File: config.mk
export PLATFORM = sky130hd
export DESIGN_NAME = restoring_divider_seq_flat
export DESIGN_NICKNAME = d
export VERILOG_FILES = /design/src/rtl/restoring_divider_seq_if.sv /design/src/rtl/restoring_divider_seq.sv /design/src/flat_wrapper.sv
export SDC_FILE = /design/constraint.sdc
export NUM_CORES = 1
export LEC_CHECK = 0
export CAP_MARGIN = 30
export CORE_ASPECT_RATIO = 0.9
export CORE_MARGIN = 10
export CORE_UTILIZATION = 57
export CTS_BUF_LIST = sky130_fd_sc_hd__clkbuf_16
export DETAILED_ROUTE_END_ITERATION = 7
export PLACE_DENSITY = 0.84
export SKIP_LAST_GASP = 1
export SYNTH_ARGS = -nofsm -noshare
export SYNTH_HDL_FRONTEND = slang
export SYNTH_SLANG_ARGS = --single-unit
File: constraint.sdc
create_clock -name clk -period 3.9 [get_ports clk]
set_input_delay 0.78 -clock clk [delete_from_list [all_inputs] [get_ports clk]]
set_output_delay 0.78 -clock clk [all_outputs]
set_load 0.02 [all_outputs]
File: src/rtl/restoring_divider_seq_if.sv
// ---------------------------------------------------------------------------
// restoring_divider_seq_if
//   Request/response bundle for the sequential restoring divider.
//
//   Request  (master -> slave): start, dividend, divisor
//   Response (slave -> master): busy, done, quotient, remainder
//                               div_by_zero (only with RDIV_DIVZERO_DETECT_EN)
//
//   master : the client that issues divides (testbench / surrounding logic)
//   slave  : the divider itself
//
//   Build option: RDIV_DIVZERO_DETECT_EN adds the div_by_zero response flag.
// ---------------------------------------------------------------------------
interface restoring_divider_seq_if #(
    parameter int WIDTH = 8
);
    logic             start;
    logic [WIDTH-1:0] dividend;
    logic [WIDTH-1:0] divisor;
    logic             busy;
    logic             done;
    logic [WIDTH-1:0] quotient;
    logic [WIDTH-1:0] remainder;
`ifdef RDIV_DIVZERO_DETECT_EN
    logic             div_by_zero;

    modport master (
        output start, dividend, divisor,
        input  busy, done, quotient, remainder, div_by_zero
    );

    modport slave (
        input  start, dividend, divisor,
        output busy, done, quotient, remainder, div_by_zero
    );
`else
    modport master (
        output start, dividend, divisor,
        input  busy, done, quotient, remainder
    );

    modport slave (
        input  start, dividend, divisor,
        output busy, done, quotient, remainder
    );
`endif
endinterface

File: src/rtl/restoring_divider_seq.sv
// ---------------------------------------------------------------------------
// restoring_divider_seq
//   Sequential unsigned restoring divider. One quotient bit is produced per
//   clock from a WIDTH+1-bit trial subtraction, so a divide takes WIDTH
//   iterations. Handshake is start / busy / done.
//
//   Ports
//     clk    : rising-edge clock
//     rst_n  : asynchronous active-low reset
//     bus    : restoring_divider_seq_if.slave
//              start     - request, sampled only while busy=0 (IDLE or DONE)
//              dividend  - numerator, captured on the accepting edge
//              divisor   - denominator, captured on the accepting edge
//              busy      - high while iterating
//              done      - one-cycle pulse, quotient/remainder valid
//              quotient  - held until the next completion
//              remainder - held until the next completion
//              div_by_zero (RDIV_DIVZERO_DETECT_EN only) - held with results
//
//   Timing: start sampled on edge E -> done high in the cycle after E+WIDTH.
//   A start during the DONE cycle is accepted directly (one result per
//   WIDTH+1 cycles back-to-back).
//
//   Build option RDIV_DIVZERO_DETECT_EN: a zero divisor finishes on the first
//   edge after acceptance with quotient=all ones, remainder=dividend and
//   div_by_zero=1. Without it a zero divisor simply runs the normal WIDTH
//   steps, which yields the same quotient/remainder with no flag.
// ---------------------------------------------------------------------------

// One restoring step: shift the next dividend bit into the partial remainder,
// trial-subtract the divisor, keep the difference if it did not borrow.
module restoring_divider_step #(
    parameter int WIDTH = 8
) (
    input  logic [WIDTH-1:0] prem_in,   // partial remainder, always < divisor
    input  logic             dvd_msb,   // next dividend bit to bring down
    input  logic [WIDTH-1:0] divisor,
    output logic [WIDTH-1:0] prem_out,
    output logic             qbit
);
    logic [WIDTH:0] shifted;
    logic [WIDTH:0] diff;

    // Since prem_in < divisor, the shifted value is < 2*divisor and needs
    // WIDTH+1 bits; the difference, when kept, is again < divisor, so the
    // stored remainder fits back into WIDTH bits.
    assign shifted  = {prem_in, dvd_msb};
    assign diff     = shifted - {1'b0, divisor};
    assign qbit     = ~diff[WIDTH];   // MSB set means the subtract borrowed
    assign prem_out = qbit ? diff[WIDTH-1:0] : shifted[WIDTH-1:0];
endmodule

module restoring_divider_seq #(
    parameter int WIDTH = 8
) (
    input  logic                    clk,
    input  logic                    rst_n,
    restoring_divider_seq_if.slave  bus
);
    localparam int CW = $clog2(WIDTH + 1);

    typedef enum logic [1:0] {
        S_IDLE = 2'd0,
        S_CALC = 2'd1,
        S_DONE = 2'd2
    } state_t;

    state_t state, state_n;

    // dvd_q doubles as the quotient accumulator: dividend bits leave at the
    // top while quotient bits enter at the bottom.
    logic [WIDTH-1:0] dvd_q;
    logic [WIDTH-1:0] dvsr_q;
    logic [WIDTH-1:0] prem_q;
    logic [CW-1:0]    cnt_q;
    logic [WIDTH-1:0] quot_q;
    logic [WIDTH-1:0] rem_q;

    logic [WIDTH-1:0] prem_nx;
    logic             qbit;

    logic load, step, last, busy_c, done_c;
`ifdef RDIV_DIVZERO_DETECT_EN
    logic zfin;
    logic dz_q;
`endif

    restoring_divider_step #(.WIDTH(WIDTH)) u_step (
        .prem_in  (prem_q),
        .dvd_msb  (dvd_q[WIDTH-1]),
        .divisor  (dvsr_q),
        .prem_out (prem_nx),
        .qbit     (qbit)
    );

    // -----------------------------------------------------------------------
    // FSM state register
    // -----------------------------------------------------------------------
    always_ff @(posedge clk or negedge rst_n) begin
        if (!rst_n) state <= S_IDLE;
        else        state <= state_n;
    end

    // -----------------------------------------------------------------------
    // FSM next state and control strobes
    // -----------------------------------------------------------------------
    always_comb begin
        state_n = state;
        load    = 1'b0;
        step    = 1'b0;
        last    = 1'b0;
        busy_c  = 1'b0;
        done_c  = 1'b0;
`ifdef RDIV_DIVZERO_DETECT_EN
        zfin    = 1'b0;
`endif
        unique case (state)
            S_IDLE: begin
                if (bus.start) begin
                    load    = 1'b1;
                    state_n = S_CALC;
                end
            end
            S_CALC: begin
                busy_c = 1'b1;
`ifdef RDIV_DIVZERO_DETECT_EN
                // Zero divisor: no iterations, finish on this first edge.
                if (dvsr_q == '0) begin
                    zfin    = 1'b1;
                    state_n = S_DONE;
                end else
`endif
                begin
                    step = 1'b1;
                    // cnt_q counts remaining steps; 1 means this is the last.
                    if (cnt_q == CW'(1)) begin
                        last    = 1'b1;
                        state_n = S_DONE;
                    end
                end
            end
            S_DONE: begin
                done_c = 1'b1;
                if (bus.start) begin
                    load    = 1'b1;
                    state_n = S_CALC;
                end else begin
                    state_n = S_IDLE;
                end
            end
            default: state_n = S_IDLE;
        endcase
    end

    // -----------------------------------------------------------------------
    // Iteration datapath
    // -----------------------------------------------------------------------
    always_ff @(posedge clk or negedge rst_n) begin
        if (!rst_n) begin
            dvd_q  <= '0;
            dvsr_q <= '0;
            prem_q <= '0;
            cnt_q  <= '0;
        end else if (load) begin
            dvd_q  <= bus.dividend;
            dvsr_q <= bus.divisor;
            prem_q <= '0;
            cnt_q  <= CW'(WIDTH);
        end else if (step) begin
            dvd_q  <= {dvd_q[WIDTH-2:0], qbit};
            prem_q <= prem_nx;
            cnt_q  <= cnt_q - CW'(1);
        end
    end

    // -----------------------------------------------------------------------
    // Result registers: only move on a completion edge
    // -----------------------------------------------------------------------
    always_ff @(posedge clk or negedge rst_n) begin
        if (!rst_n) begin
            quot_q <= '0;
            rem_q  <= '0;
`ifdef RDIV_DIVZERO_DETECT_EN
            dz_q   <= 1'b0;
`endif
        end else begin
            if (step && last) begin
                quot_q <= {dvd_q[WIDTH-2:0], qbit};
                rem_q  <= prem_nx;
`ifdef RDIV_DIVZERO_DETECT_EN
                dz_q   <= 1'b0;
`endif
            end
`ifdef RDIV_DIVZERO_DETECT_EN
            // No step has run, so dvd_q still holds the captured dividend.
            if (zfin) begin
                quot_q <= '1;
                rem_q  <= dvd_q;
                dz_q   <= 1'b1;
            end
`endif
        end
    end

    assign bus.busy      = busy_c;
    assign bus.done      = done_c;
    assign bus.quotient  = quot_q;
    assign bus.remainder = rem_q;
`ifdef RDIV_DIVZERO_DETECT_EN
    assign bus.div_by_zero = dz_q;
`endif

endmodule

File: src/flat_wrapper.sv
// flat-port wrapper written by rule: the top's interface ports become plain ports
module restoring_divider_seq_flat 
#(
    parameter int WIDTH = 8
)
  (clk, rst_n, bus_start, bus_dividend, bus_divisor, bus_busy, bus_done, bus_quotient, bus_remainder);
  restoring_divider_seq_if #(.WIDTH(WIDTH)) bus_i ();
  input  logic clk;
  input  logic rst_n;
  input wire logic [$bits(bus_i.start)-1:0] bus_start;
  input wire logic [$bits(bus_i.dividend)-1:0] bus_dividend;
  input wire logic [$bits(bus_i.divisor)-1:0] bus_divisor;
  output wire logic [$bits(bus_i.busy)-1:0] bus_busy;
  output wire logic [$bits(bus_i.done)-1:0] bus_done;
  output wire logic [$bits(bus_i.quotient)-1:0] bus_quotient;
  output wire logic [$bits(bus_i.remainder)-1:0] bus_remainder;
  assign bus_i.start = bus_start;
  assign bus_i.dividend = bus_dividend;
  assign bus_i.divisor = bus_divisor;
  assign bus_busy = bus_i.busy;
  assign bus_done = bus_i.done;
  assign bus_quotient = bus_i.quotient;
  assign bus_remainder = bus_i.remainder;
  restoring_divider_seq #(.WIDTH(WIDTH)) u_core (.clk(clk), .rst_n(rst_n), .bus(bus_i));
endmodule
# Yosys cells after proc, flatten, opt, wreduce, memory -nomap -nowiden
# Index checks and enable logic that the tools add are counted.
# Widths: inputs -> output; s select.
op_classes:
  add_sub_neg: 2
  n_mul: 0
  div_mod_pow: 0
  order_cmp: 0
  n_eq_ne: 5
  n_shift: 0
  mux: 17
  bitwise: 1
  reduce_logical: 5
ops:
  columns: ["cell", "n"]
  rows:
  - ["$mux 8", 5]
  - ["$sub 9x8->9", 1]
  - ["$mux 4", 2]
  - ["$mux 1", 7]
  - ["$pmux 2 s3", 1]
  - ["$eq 4x1->1 const B", 1]
  - ["$mux 2", 2]
  - ["$sub 4x1->4 const B", 1]
  - ["$eq 2x1->1 const B", 1]
  - ["$eq 2x2->1 const B", 1]
  - ["$logic_not 2->1", 1]
  - ["$ne 2x1->1 const B", 1]
  - ["$ne 2x2->1 const B", 1]
  - ["$reduce_and 2->1", 1]
  - ["$reduce_bool 2->1", 1]
  - ["$reduce_or 2->1", 1]
  - ["$logic_and 1x1->1", 1]
  - ["$not 1->1", 1]
word_totals:
  ff_bits: 46
  latch_bits: 0
  mem_bits_rw: 0
  mem_bits_ro: 0
  input_bits: 19
  out_inout_bits: 18
  wordCells: 37
  n_memories: 0

# Depth between registers and ports, before layout
depth:
  ltp_word: 4
  mapped_depth: 10
  ltp_nobuf: 9

# By module
# Synthesis repeated with hierarchy kept, for this count alone.
unflattened:
  hier_cells: 207
  area_unflattened_um2: 2353.5
by_module_without_submodules:
  columns: ["mod", "instances", "cells_each", "area_each_um2", "seq_area_each_um2"]
  rows:
  - ["restoring_divider_seq", 1, 149, 1868.0, 1151.1]
  - ["restoring_divider_step", 1, 58, 485.5, 0.0]

# Worst setup path after synthesis
# No wires, ideal clock.
synth_timing:
  path_kind: "register to register"
  startpoint: "register u_core.dvd_q[7]"
  endpoint: "register u_core.rem_q[0] (netlist: u_core.bus.remainder[0])"
  setup_time_ns: 0.125
  t_arrival_ns: 2.102
  required_ns: 3.775
  path_slack_ns: 1.673
  path_stages_with_launch: 11
  n_path_buf: 1
  period_less_slack_ns: 2.227
  cell_sequence: "dfrtp_1 -> inv_1 -> ha_1 -> inv_1 -> fa_1 -> a211oi_2 -> o211a_1 -> o211a_1 -> buf_6 -> mux2i_1 -> mux2_2"
synth_between:
  elab_chain_len: 2
synth_lines:
  columns: ["element", "line", "source"]
  rows:
  - ["start: declaration", "restoring_divider_seq.sv:72", "logic [WIDTH-1:0] dvd_q;"]
  - ["start signal: assignment", "restoring_divider_seq.sv:165", "dvd_q <= bus.dividend;"]
  - ["start signal: assignment", "restoring_divider_seq.sv:170", "dvd_q <= {dvd_q[WIDTH-2:0], qbit};"]
  - ["$sub 9x8->9", "restoring_divider_seq.sv:48", "assign diff = shifted - {1'b0, divisor};"]
  - ["$mux 8 (*)", "restoring_divider_seq.sv:50", "assign prem_out = qbit ? diff[WIDTH-1:0] : shifted[WIDTH-1:0];"]
  - ["end signal: assignment", "restoring_divider_seq.sv:189", "rem_q <= prem_nx;"]
  - ["end: declaration", "restoring_divider_seq.sv:77", "logic [WIDTH-1:0] rem_q;"]
# Mark *: on every way between the ends. The rest lies on a longest branch, timed or not.
# A chain may end at the register's enable or synchronous reset.

# Worst setup path after layout
layout_timing:
  startpoint: "register u_core.state[1]"
  endpoint: "output bus_busy"
layout_between:
  elab_chain_len: 2
layout_lines:
  columns: ["element", "line", "source"]
  rows:
  - ["start: declaration", "restoring_divider_seq.sv:68", "state_t state, state_n;"]
  - ["start signal: assignment", "restoring_divider_seq.sv:101", "else state <= state_n;"]
  - ["$eq 2x1->1", "restoring_divider_seq.sv:117", "unique case (state)"]
  - ["$mux 1", "restoring_divider_seq.sv:117", null]
  - ["end: declaration", "flat_wrapper.sv:13", "output wire logic [$bits(bus_i.busy)-1:0] bus_busy;"]
# No other way between the ends.

==> results.json <==
{
  "clk_pin_slew_ns": 0.06,
  "critPathKind": "flip-flop to primary output",
  "dieWidth_um": 86.63,
  "grt_max_degree": 40,
  "clock-sinks": 46,
  "p_leak_nw": 1.304,
  "wire_per_inst_um": 16.17,
  "vias_per_cell": 5.724,
  "h-tree-depth": 2,
  "n_antenna_cell": 0,
  "worst_pin_slew_ns": 0.7779,
  "port_buffers": 36,
  "power_frac_comb": 0.571,
  "critPathMaxStageDelay_ns": 0.67,
  "ant_nets": 0,
  "fp.dieH_um": 79.97,
  "synth_area_leaders": "dfrtp_1 (51%), nand2_1 (10%), ha_1 (5.5%)",
  "setup_viol": 0,
  "root_buffer": "clkbuf_16",
  "grt_pass1_vias": 1851,
  "dieArea_um2": 6927,
  "syn-instance-count": 239,
  "grt_pass1_wl_um": 8976,
  "core.rowCount": 21,
  "firstDrtPassIters": 4,
  "crit_required_ns": 3.12,
  "seqPwrFrac": 0.290,
  "utilization": 0.7477,
  "synth_most_common_cell": "nand2_1",
  "worstPathCellList": "nand2b_1, inv_2, clkdlybuf4s50_1",
  "pin_count": 37,
  "cts_buffers": 5,
  "grt_setup_unrepaired": "no",
  "final_max_slew_viol_count": 0,
  "cpMaxStageDelayCell": "clkdlybuf4s50_1",
  "synthToLayoutAreaGrowth_pct": 24.23,
  "period_needed_ns": 2.849,
  "ys_warn_count": 0,
  "powerDensity_nw_per_um2": 1049,
  "synth_edf_count": 0,
  "endpoint_kind": "primary output",
  "crit_path_start_kind": "flip-flop",
  "vias": 1843,
  "synth_ff_type": "dfrtp_1",
  "cts_tree": "done",
  "post-route-period-util": 0.7306,
  "place_hpwl_um": 3802,
  "finalInstanceArea_um2": 2829,
  "drt_first_iter_violations": 187,
  "grtUsageTotal": 0.1595,
  "finalNetCount": 305,
  "clk_latency_ns": 0.28,
  "netlist_top_cells_count": "nand2_1 (62), dfrtp_1 (46), o21ai_1 (14)",
  "grt-ovfl-total": 0,
  "antenna_found_initial": 0,
  "coreArea_um2": 3784,
  "seq_area_frac_synth": 0.5055,
  "outcome": "complete, no violations",
  "clockBufferDepth": 2,
  "p_clk_frac": 0.139,
  "power.internal_mw": 1.652,
  "crit_fanout": 17,
  "place_area_um2": 2675,
  "min_path_type": "input pin to asynchronous set/reset pin",
  "drt_wl_total_um": 5207,
  "ys_async_sr_fraction": 1.000,
  "slew_headroom": 0.4801,
  "start_util": 0.6019,
  "hold_viol": 0,
  "ir_worst_vdd_mv": 0.5674,
  "ys_types": 41,
  "drive_gt1_frac": 0.06884,
  "ys_seq_elements": 46,
  "cap_violations": 0,
  "skew_ns": 0.004702,
  "gp_congestion": 0.8206,
  "cts_hold_buf": 0,
  "swShare": 0.4436,
  "syn_area_um2": 2277,
  "fin_setup_tns_ns": 0,
  "post-synth-top-area-fraction": 0.5055,
  "cp.arrival_ns": 2.07,
  "synthesis.nets": 269,
  "max_freq_mhz": 351.0,
  "synth.largest_area_cell": "dfrtp_1",
  "postCtsSetupBuffers": 0,
  "drc": 0,
  "p_switching_mw": 1.317,
  "avgSynthCellArea_um2": 9.528,
  "cts_resized": 0
}
layout by cell type, fill, tap and decap left out, drive strengths merged, types with 2 or more instances in the layout:
cell type / n
a211oi: 3
a21oi: 6
a22oi: 7
a32oi: 2
buf: 4
clkbuf: 5
clkdlybuf4s50: 35
clkinv: 2
dfrtp: 46
ha: 10
inv: 14
mux2i: 7
nand2: 62
nand2b: 3
nor2: 7
nor2b: 2
nor3: 3
o211a: 2
o211ai: 3
o21ai: 27
o31ai: 2
or3: 2
xor2: 5
power by group through the flow:
stage / clock (mW) / sequential (mW) / combinational (mW)
2_1_floorplan: 0 / 0.914 / 1.17
3_3_place_gp: 0 / 0.854 / 1.60
3_5_place_dp: 0 / 0.866 / 1.66
4_1_cts: 0.420 / 0.858 / 1.68
5_1_grt: 0.440 / 0.888 / 1.89
6_report: 0.413 / 0.861 / 1.69
worst max-delay path, delay by kind of cell, from the launching register on:
kind,cells,cell delay [ns]
flip-flops,1,0.37
buffers and inverters,2,1.04
AND/OR/NAND/NOR,1,0.38
state kept, by name (all words and copies together) (netlist names):
register and count:
u_core.dvsr_q 8, u_core.cnt_q 4, u_core.dvd_q 8, u_core.bus.quotient 8, u_core.prem_q 8, u_core.bus.remainder 8
u_core.state 2
per-layer routing:
| metal | vias up | wire length (µm) | global-route usage |
|---|---|---|---|
| met5 | - | 0 | 0 |
| met4 | 0 | 38 | 0.05502 |
| met3 | 4 | 365 | 0.04592 |
| met2 | 61 | 2468 | 0.2456 |
| met1 | 888 | 2334 | 0.2088 |
| li1 | 890 | - | - |
path summary, 6_finish.rpt:
check                                                   startpoint                                  to  slack (ns)  depth (start not counted)
worst max-delay path                   u_core.state[1]$_DFFE_PN0P_                            bus_busy        1.05                          3
worst min-delay path                                         rst_n        u_core.dvsr_q[4]$_DFFE_PN0P_        0.33                          1
worst max register to register         u_core.dvd_q[7]$_DFFE_PN0P_        u_core.prem_q[4]$_DFFE_PN0P_        1.19                          9
worst min register to register  u_core.bus.quotient[7]$_DFFE_PN0P_  u_core.bus.quotient[7]$_DFFE_PN0P_        0.47                          2
max in group asynchronous                                    rst_n        u_core.prem_q[3]$_DFFE_PN0P_        3.11                          2
min in group clk                u_core.bus.quotient[7]$_DFFE_PN0P_  u_core.bus.quotient[7]$_DFFE_PN0P_        0.47                          2
logic make-up (layout without fill, tap and decap cells):
family,Yosys count,in the layout,synth area share
mux,8,8,0.03572
simple gates,85,85,0.1577
fa+ha+maj,11,11,0.06374
compound gates,59,59,0.1714
xor+xnor,6,6,0.02308
buf+inv,24,61,0.04286
flops,46,46,0.5055
layout make-up:
type	instances	area, µm²
Fill cell	291	954.7
Inverter	14	52.55
Clock inverter	3	21.27
Clock buffer	5	125.1
Tap cell	46	57.56
Sequential cell	46	1151
Timing Repair Buffer	39	390.4
Multi-Input combinational cell	169	1031
through the flow:
stage / total power, mW / hold WS [ns] / instances / worst slack (ns)
floorplan: 2.087 / 0.4497 / 239 / 1.673
global placement: 2.450 / 0.4571 / 312 / 1.272
detailed placement: 2.531 / 0.4615 / 313 / 1.169
CTS: 2.958 / 0.3418 / 321 / 1.060
global route: 3.218 / 0.3503 / 322 / 0.9562
finish: 2.968 / 0.3348 / 322 / 1.051
Power figures use the tool's default switching activity.
